File: src/rtl/fifo_rd_ctrl.sv
// fifo_rd_ctrl: read-side controller for a 512x18 FIFO, streaming captured words through a 3-entry buffer.
// Define FIFO_RD_OFFSET_READBACK_EN to add readback of the almost-empty/almost-full offset registers.
module fifo_rd_ctrl #(
   parameter int WIDTH   = 18,
   parameter int CW      = 16,
   parameter int OFF_RST = 63
) (
   input  logic             clk,
   input  logic             rst,
   input  logic [WIDTH-1:0] fifo_q,
   input  logic             fifo_ef_,
   input  logic             fifo_pae_,
   output logic             fifo_ren_,
   output logic             fifo_oe_,
   output logic             fifo_ld_,
   output logic [WIDTH-1:0] m_data,
   output logic             m_valid,
   input  logic             m_ready,
   output logic             almost_empty,
   output logic [CW-1:0]    rd_count
`ifdef FIFO_RD_OFFSET_READBACK_EN
   ,
   input  logic             cfg_req,
   output logic             cfg_done,
   output logic [10:0]      cfg_pae_off,
   output logic [10:0]      cfg_paf_off
`endif
);

`ifdef FIFO_RD_OFFSET_READBACK_EN
   typedef enum logic [3:0] {BOOT, WARM, RUN, CFG_DRAIN, CFG_LD, CFG_RD0, CFG_RD1, CFG_CAP, CFG_END} state_t;
`else
   typedef enum logic [1:0] {BOOT, WARM, RUN} state_t;
`endif

   state_t           r_state;
   logic             r_ren_;
   logic             r_oe_;
   logic             r_inflight;
   logic             r_ae;
   logic [1:0]       r_cnt;
   logic [WIDTH-1:0] r_buf [3];
   logic [CW-1:0]    r_count;
   logic             w_pop;
   logic             w_xfer;
   logic             w_ren_n;
   logic [1:0]       w_wr_idx;
   logic [1:0]       w_cnt_n;
   logic [WIDTH-1:0] w_buf [3];

`ifdef FIFO_RD_OFFSET_READBACK_EN
   logic             r_ld_;
   logic             r_done;
   logic [10:0]      r_pae;
   logic [10:0]      r_paf;
   assign fifo_ld_    = r_ld_;
   assign cfg_done    = r_done;
   assign cfg_pae_off = r_pae;
   assign cfg_paf_off = r_paf;
`else
   assign fifo_ld_    = 1'b1;
`endif

   // a pop at edge N puts its word on fifo_q, captured into the buffer at edge N+1
   assign w_pop    = ~r_ren_ & fifo_ld_ & fifo_ef_;
   assign w_xfer   = m_valid & m_ready;
   assign w_wr_idx = r_cnt - {1'b0, w_xfer};
   assign w_cnt_n  = w_wr_idx + {1'b0, r_inflight};
   assign w_ren_n  = ({1'b0, w_cnt_n} + {2'b00, w_pop}) > 3'd2;

   assign fifo_ren_    = r_ren_;
   assign fifo_oe_     = r_oe_;
   assign m_data       = r_buf[0];
   assign m_valid      = r_cnt != 2'd0;
   assign almost_empty = r_ae;
   assign rd_count     = r_count;

   always_comb begin
      w_buf[0] = w_xfer ? r_buf[1] : r_buf[0];
      w_buf[1] = w_xfer ? r_buf[2] : r_buf[1];
      w_buf[2] = r_buf[2];
      if (r_inflight && w_wr_idx != 2'd3) w_buf[w_wr_idx] = fifo_q;
   end

   always_ff @(posedge clk or posedge rst) begin
      if (rst) begin
         r_state    <= BOOT;
         r_ren_     <= 1'b1;
         r_oe_      <= 1'b1;
         r_inflight <= 1'b0;
         r_ae       <= 1'b0;
         r_cnt      <= 2'd0;
         r_buf      <= '{default: '0};
         r_count    <= '0;
`ifdef FIFO_RD_OFFSET_READBACK_EN
         r_ld_      <= 1'b1;
         r_done     <= 1'b0;
         r_pae      <= 11'(OFF_RST);
         r_paf      <= 11'(OFF_RST);
`endif
      end else begin
         r_oe_      <= 1'b0;
         r_inflight <= w_pop;
         r_ae       <= ~fifo_pae_;
         r_cnt      <= w_cnt_n;
         r_buf      <= w_buf;
         r_count    <= r_count + CW'(w_xfer);
         case (r_state)
            BOOT: r_state <= WARM;
            WARM: r_state <= RUN;
`ifdef FIFO_RD_OFFSET_READBACK_EN
            RUN: begin
               r_state <= cfg_req ? CFG_DRAIN : RUN;
               r_ren_  <= cfg_req | w_ren_n;
            end
            CFG_DRAIN: begin
               r_ren_ <= 1'b1;
               if (!r_inflight) begin
                  r_state <= CFG_LD;
                  r_ld_   <= 1'b0;
               end
            end
            CFG_LD: begin
               r_state <= CFG_RD0;
               r_ren_  <= 1'b0;
            end
            CFG_RD0: r_state <= CFG_RD1;
            // fifo_q now holds the almost-empty offset; the almost-full one follows a cycle later
            CFG_RD1: begin
               r_state <= CFG_CAP;
               r_ren_  <= 1'b1;
               r_pae   <= fifo_q[10:0];
            end
            CFG_CAP: begin
               r_state <= CFG_END;
               r_ld_   <= 1'b1;
               r_done  <= 1'b1;
               r_paf   <= fifo_q[10:0];
            end
            CFG_END: begin
               r_state <= RUN;
               r_done  <= 1'b0;
            end
`else
            RUN: r_ren_ <= w_ren_n;
`endif
            default: r_state <= BOOT;
         endcase
      end
   end

`ifndef SYNTHESIS
   a_no_overflow: assert property (@(posedge clk) disable iff (rst) !(r_inflight && !w_xfer && r_cnt == 2'd3));
`endif

endmodule

File: config.mk
export PLATFORM = sky130hd
export DESIGN_NAME = fifo_rd_ctrl
export DESIGN_NICKNAME = d
export VERILOG_FILES = /design/src/rtl/fifo_rd_ctrl.sv
export SDC_FILE = /design/constraint.sdc
export NUM_CORES = 1
export LEC_CHECK = 0
export CAP_MARGIN = 40
export CORE_UTILIZATION = 30
export DETAILED_ROUTE_END_ITERATION = 12
export GPL_ROUTABILITY_DRIVEN = 0
export GPL_TIMING_DRIVEN = 0
export SYNTH_ARGS = -nofsm -noshare
export SYNTH_HDL_FRONTEND = slang
export SYNTH_SLANG_ARGS = --single-unit
File: constraint.sdc
create_clock -name clk -period 4.75 [get_ports clk]
set_input_delay 0.95 -clock clk [delete_from_list [all_inputs] [get_ports clk]]
set_output_delay 0.95 -clock clk [all_outputs]
set_load 0.005 [all_outputs]
# Yosys cells after proc, flatten, opt, wreduce, memory -nomap -nowiden
# Index checks and enable logic that the tools add are counted.
dict set report op_classes {
  n_eq_ne 3
  bitwise_logic 5
  reduce_logical 4
  add_sub_neg 4
  n_mux 7
  magnitude_cmp 3
}
# op count
set op_table {}
lappend op_table {{$bwmux W54} 1}
lappend op_table {{$mux W18} 3}
lappend op_table {{$mux W54} 1}
lappend op_table {{$demux W18 S2} 1}
lappend op_table {{$add A16 B1 Y16} 1}
lappend op_table {{$pmux W2 S3} 1}
lappend op_table {{$add A2 B1 Y3} 1}
lappend op_table {{$ge A3 B3 Y1 const B} 1}
lappend op_table {{$gt A3 B2 Y1 const B} 1}
lappend op_table {{$lt A3 B1 Y1 const B} 1}
lappend op_table {{$not A2 Y3} 1}
lappend op_table {{$add A2 B1 Y2} 1}
lappend op_table {{$and A1 B1 Y1} 2}
lappend op_table {{$eq A2 B1 Y1 const B} 1}
lappend op_table {{$eq A2 B2 Y1 const B} 1}
lappend op_table {{$logic_and A1 B1 Y1} 2}
lappend op_table {{$logic_not A2 Y1} 1}
lappend op_table {{$ne A2 B2 Y1 const B} 1}
lappend op_table {{$not A1 Y1} 2}
lappend op_table {{$reduce_bool A2 Y1} 1}
lappend op_table {{$sub A2 B1 Y2} 1}
dict set report totals {
  output_inout_bits 39
  wordCells 36
  register_bits 78
  inputBits 23
}

# Logic depth before layout (Yosys ltp)
dict set report depth {
  word_depth 10
  mapped_depth 8
  ltp_nobuf 8
}

# Least setup slack after synthesis
# No wires, ideal clock.
dict set report synth_timing {
  path_type {input to register}
  startpoint {input m_ready}
  endpoint {register r_ren_ (netlist: fifo_ren_)}
  setup_ns 0.091
  stages 8
  t_required_ns 4.659
  slack_ns 2.452
  path_buffers 0
  arrival_ns 2.208
  cell_sequence {and3b_1 nor2_1 xnor2_1 ha_1 inv_1 ha_1 nor3b_1 o31ai_1}
}
dict set report synth_via {
  elab_chain_cells 5
}
# element line
set synth_rtl {}
lappend synth_rtl {{start: declaration} 18} ;# input logic m_ready,
lappend synth_rtl {{$and A1 B1 Y1} 66} ;# assign w_xfer = m_valid & m_ready;
lappend synth_rtl {{$sub A2 B1 Y2} 67} ;# assign w_wr_idx = r_cnt - {1'b0, w_xfer};
lappend synth_rtl {{$add A2 B1 Y2} 68} ;# assign w_cnt_n = w_wr_idx + {1'b0, r_inflight};
lappend synth_rtl {{named net w_cnt_n[0]} 48} ;# logic [1:0] w_cnt_n;
lappend synth_rtl {{$add A2 B1 Y3} 69} ;# assign w_ren_n = ({1'b0, w_cnt_n} + {2'b00, w_pop}) > 3'd2;
lappend synth_rtl {{$gt A3 B2 Y1} 69}
lappend synth_rtl {{end signal: assignment} 145} ;# RUN: r_ren_ <= w_ren_n;
lappend synth_rtl {{end: declaration} 37} ;# logic r_ren_;
# The timed path passes the listed nets, and every way through them passes these cells.
# A chain may end at the register's enable or synchronous reset.

# Worst setup path after layout
# Same ends and word-level chain as after synthesis.

==> impl_results.md <==
- CTS Buffer Depth: 2
- Post-Synth Simple-Gate Area: 13.97%
- Final Max Slew Viols: 0
- Final setup fails: 0
- Sequential area share after synthesis: 54.03%
- Mean routed wirelength per cell: 14.28 um
- First-pass GRT wire length: 13090 um
- Fmax: 356.2 MHz
- Die ar.: 0.01250 sq mm
- Clock power frac: 23.6%
- Post-CTS sizing: 0
- Comb pwr share: 36.5%
- Core area: 0.01156 sq mm
- TritonCTS Sinks: 78
- Switch share: 31.40%
- Crit path max-delay family: buffers and inverters
- Number of port buffers: 60
- Peak supply drop: 0.1944 mV
- Clk slew on worst S/H paths: 0.07 ns
- Gr ovfl total: 0
- CTS root buf: clkbuf_16
- Required @ worst endpoint: 4.99 ns
- Synth async-reset ratio: 100.0%
- FF+latch count, synth: 78
- Initial antenna violation count: 0
- Routed WL: 7799 um
- Syn Std Cell Area: 0.003617 sq mm
- Post-synth EDFFs: 0
- Crit path cell chain: clkdlybuf4s50_1 > and3b_1 > nor2_1 > xnor2_1 > ha_1 > inv_1 > ha_1 > nor3b_1 > o31ai_1
- Initial DRT Pass Iterations: 8
- Mean Syn Cell Area: 11.10 sq um
- Tightest Pin Transition: 0.6212 ns
- H-tree lvl count: 3
- Most common cell after layout, fill and taps aside: dfrtp_1
- Outcome: finished, violations left
- Horiz. Die Dim: 111.8 um
- Critical path's most frequent cell: ha_1
- Top FF cell, synth: dfrtp_1
- Final Hold Viols: 0
- Fin crit share: 59.10%
- Setup crit end kind: flip-flop
- Final net count: 425
- CP Max Fanout: 8
- RSZ-0062 raised after global routing: false
- Most used cells in the layout excluding fill and tap cells: dfrtp_1 (76), nand2_1 (60), clkdlybuf4s50_1 (60), nor2_1 (23), buf_4 (23)
- Routed vias: 2463
- Post-route DRC: 4
- Post-DRT Antenna Nets: 0
- # rows: 39
- Vias per cell: 4.511
- Hold crit path type: reg2reg
- DP Area: 0.004427 sq mm
- DP HPWL: 5235 um
- CTS buffer count: 9
- CP arrival: 3.05 ns
- CP max stage delay: 0.66 ns
- Setup crit start kind: input pin
- Initial Util: 31.28%
- Vias in the first global route: 2616
- Clock Skews: 0.009985 ns
- Yosys warnings: 0
- Final instance area: 0.004707 sq mm
- Detailed router's first-iteration violation count: 125
- Reg power frac: 39.9%
- Area share of fa/ha/maj cells after synthesis: 1.384%
- Final core utilization: 40.70%
- Post-Syn Nets: 353
- Post-CTS Hold Buffers: 0
- # diodes: 0
- Slowest CP cell: clkdlybuf4s50_1
- GRT Util Overall: 13.52%
- DIE HEIGHT: 111.8 um
- Area growth, synth to finish: 30.13%
- Largest family of logic cells by synthesized area: simple AND/OR/NAND/NOR gates
- Post-Synth XOR/XNOR Area: 4.116%
- Mux cell area share after synthesis: 11.62%
- Post-CTS Setup Inserts: 0
- IO Count: 62
- Post-synth cell types: 39
- P_sw: 864.6 uW
- Setup TNS: 0 ns
- WP buf/inv: 2
- Worst-skew pair later-pin latency: 0.33 ns
- CTS tree: yes
- Period minus WS final: 2.807 ns
- Critical path class: in2reg
- Share of layout cells above drive strength 1: 19.60%
- Power Density: 584.9 mW/mm^2
- Gate Count Post-Synth: 326
- Largest net degree at the start of global routing: 51
- Complex-gate fraction of the synthesized area: 7.056%
- Max cap viols: 0
- Leak: 2.160 nW
- Slew headroom: 58.40%
- P_int: 1.889 mW
- Failing checks: design-rule violations
final timing paths:
check / slack [ns] / start / end / cells after the start
worst max-delay path: 1.94 / m_ready / fifo_ren_ / 9
worst min register to register: 0.47 / r_state[0] / r_state[0] / 1
worst max register to register: 2.74 / r_cnt[0] / fifo_ren_ / 8
max in group asynchronous: 3.15 / rst / fifo_oe_ / 3
min in group asynchronous: 0.96 / rst / rd_count[12] / 2
worst min-delay path: 0.47 / r_state[0] / r_state[0] / 1
metal layers:
metal	GRT usage, %	share of wire (%)	vias up
li1	-	-	1222
met4	3.514	0.56	0
met2	21.66	48	43
met1	17.58	48	1194
met3	4.409	4.1	4
met5	0	0	-
cell families (layout without fill, tap and decap cells):
group	count (synthesis)	count (layout)
adder cells (fa/ha/maj)	4	4
AND/OR/NAND/NOR	109	109
AO/OA/AOI/OAI	42	42
multiplexers	36	36
XOR/XNOR	17	17
flip-flops	78	78
buffers and inverters	38	115
other	2	2
per-stage QoR:
step / setup WS [ns] / hold slack (ns) / cells / total power, mW
2_1_floorplan: 1.808 / 0.4363 / 326 / 1.720
3_3_place_gp: 0.4195 / 0.4467 / 529 / 2.091
3_5_place_dp: 1.634 / 0.4686 / 530 / 2.129
4_1_cts: 1.970 / 0.4786 / 546 / 2.796
5_1_grt: 1.803 / 0.4966 / 546 / 2.946
6_report: 1.943 / 0.4743 / 546 / 2.753
synthesized netlist by cell type (all sizes together) (4+ instances only):
| library cell | n | area, sq um |
|---|---|---|
| ha | 4 | 50.05 |
| dfrtp | 76 | 1902 |
| nand3 | 5 | 25.02 |
| mux2 | 18 | 240.2 |
| xnor2 | 11 | 96.34 |
| inv | 5 | 18.77 |
| xor2 | 6 | 52.55 |
| mux2i | 18 | 180.2 |
| buf | 32 | 251.5 |
| a31oi | 18 | 112.6 |
| nor3b | 4 | 40.03 |
| nor2 | 23 | 86.33 |
| nand2 | 60 | 225.2 |
| o21ai | 21 | 120.1 |
power by group through the flow:
stage	Combinational, mW	Clock [mW]	Sequential [mW]
5_1_grt	1.11	0.702	1.13
4_1_cts	1.02	0.673	1.10
2_1_floorplan	0.651	0	1.07
6_report	1.00	0.650	1.10
3_3_place_gp	0.989	0	1.10
3_5_place_dp	1.02	0	1.11
layout make-up:
class	instances	area, sq um
timing repair buffer	61	628.1
clock inverter	7	55.05
clock buffer	9	225.2
multi-input combinational	210	1388
buffer	33	256.5
tap	143	178.9
inverter	5	21.27
sequential	78	1954
fill	1119	6858
Note: power is estimated with default switching activity, not from simulation.
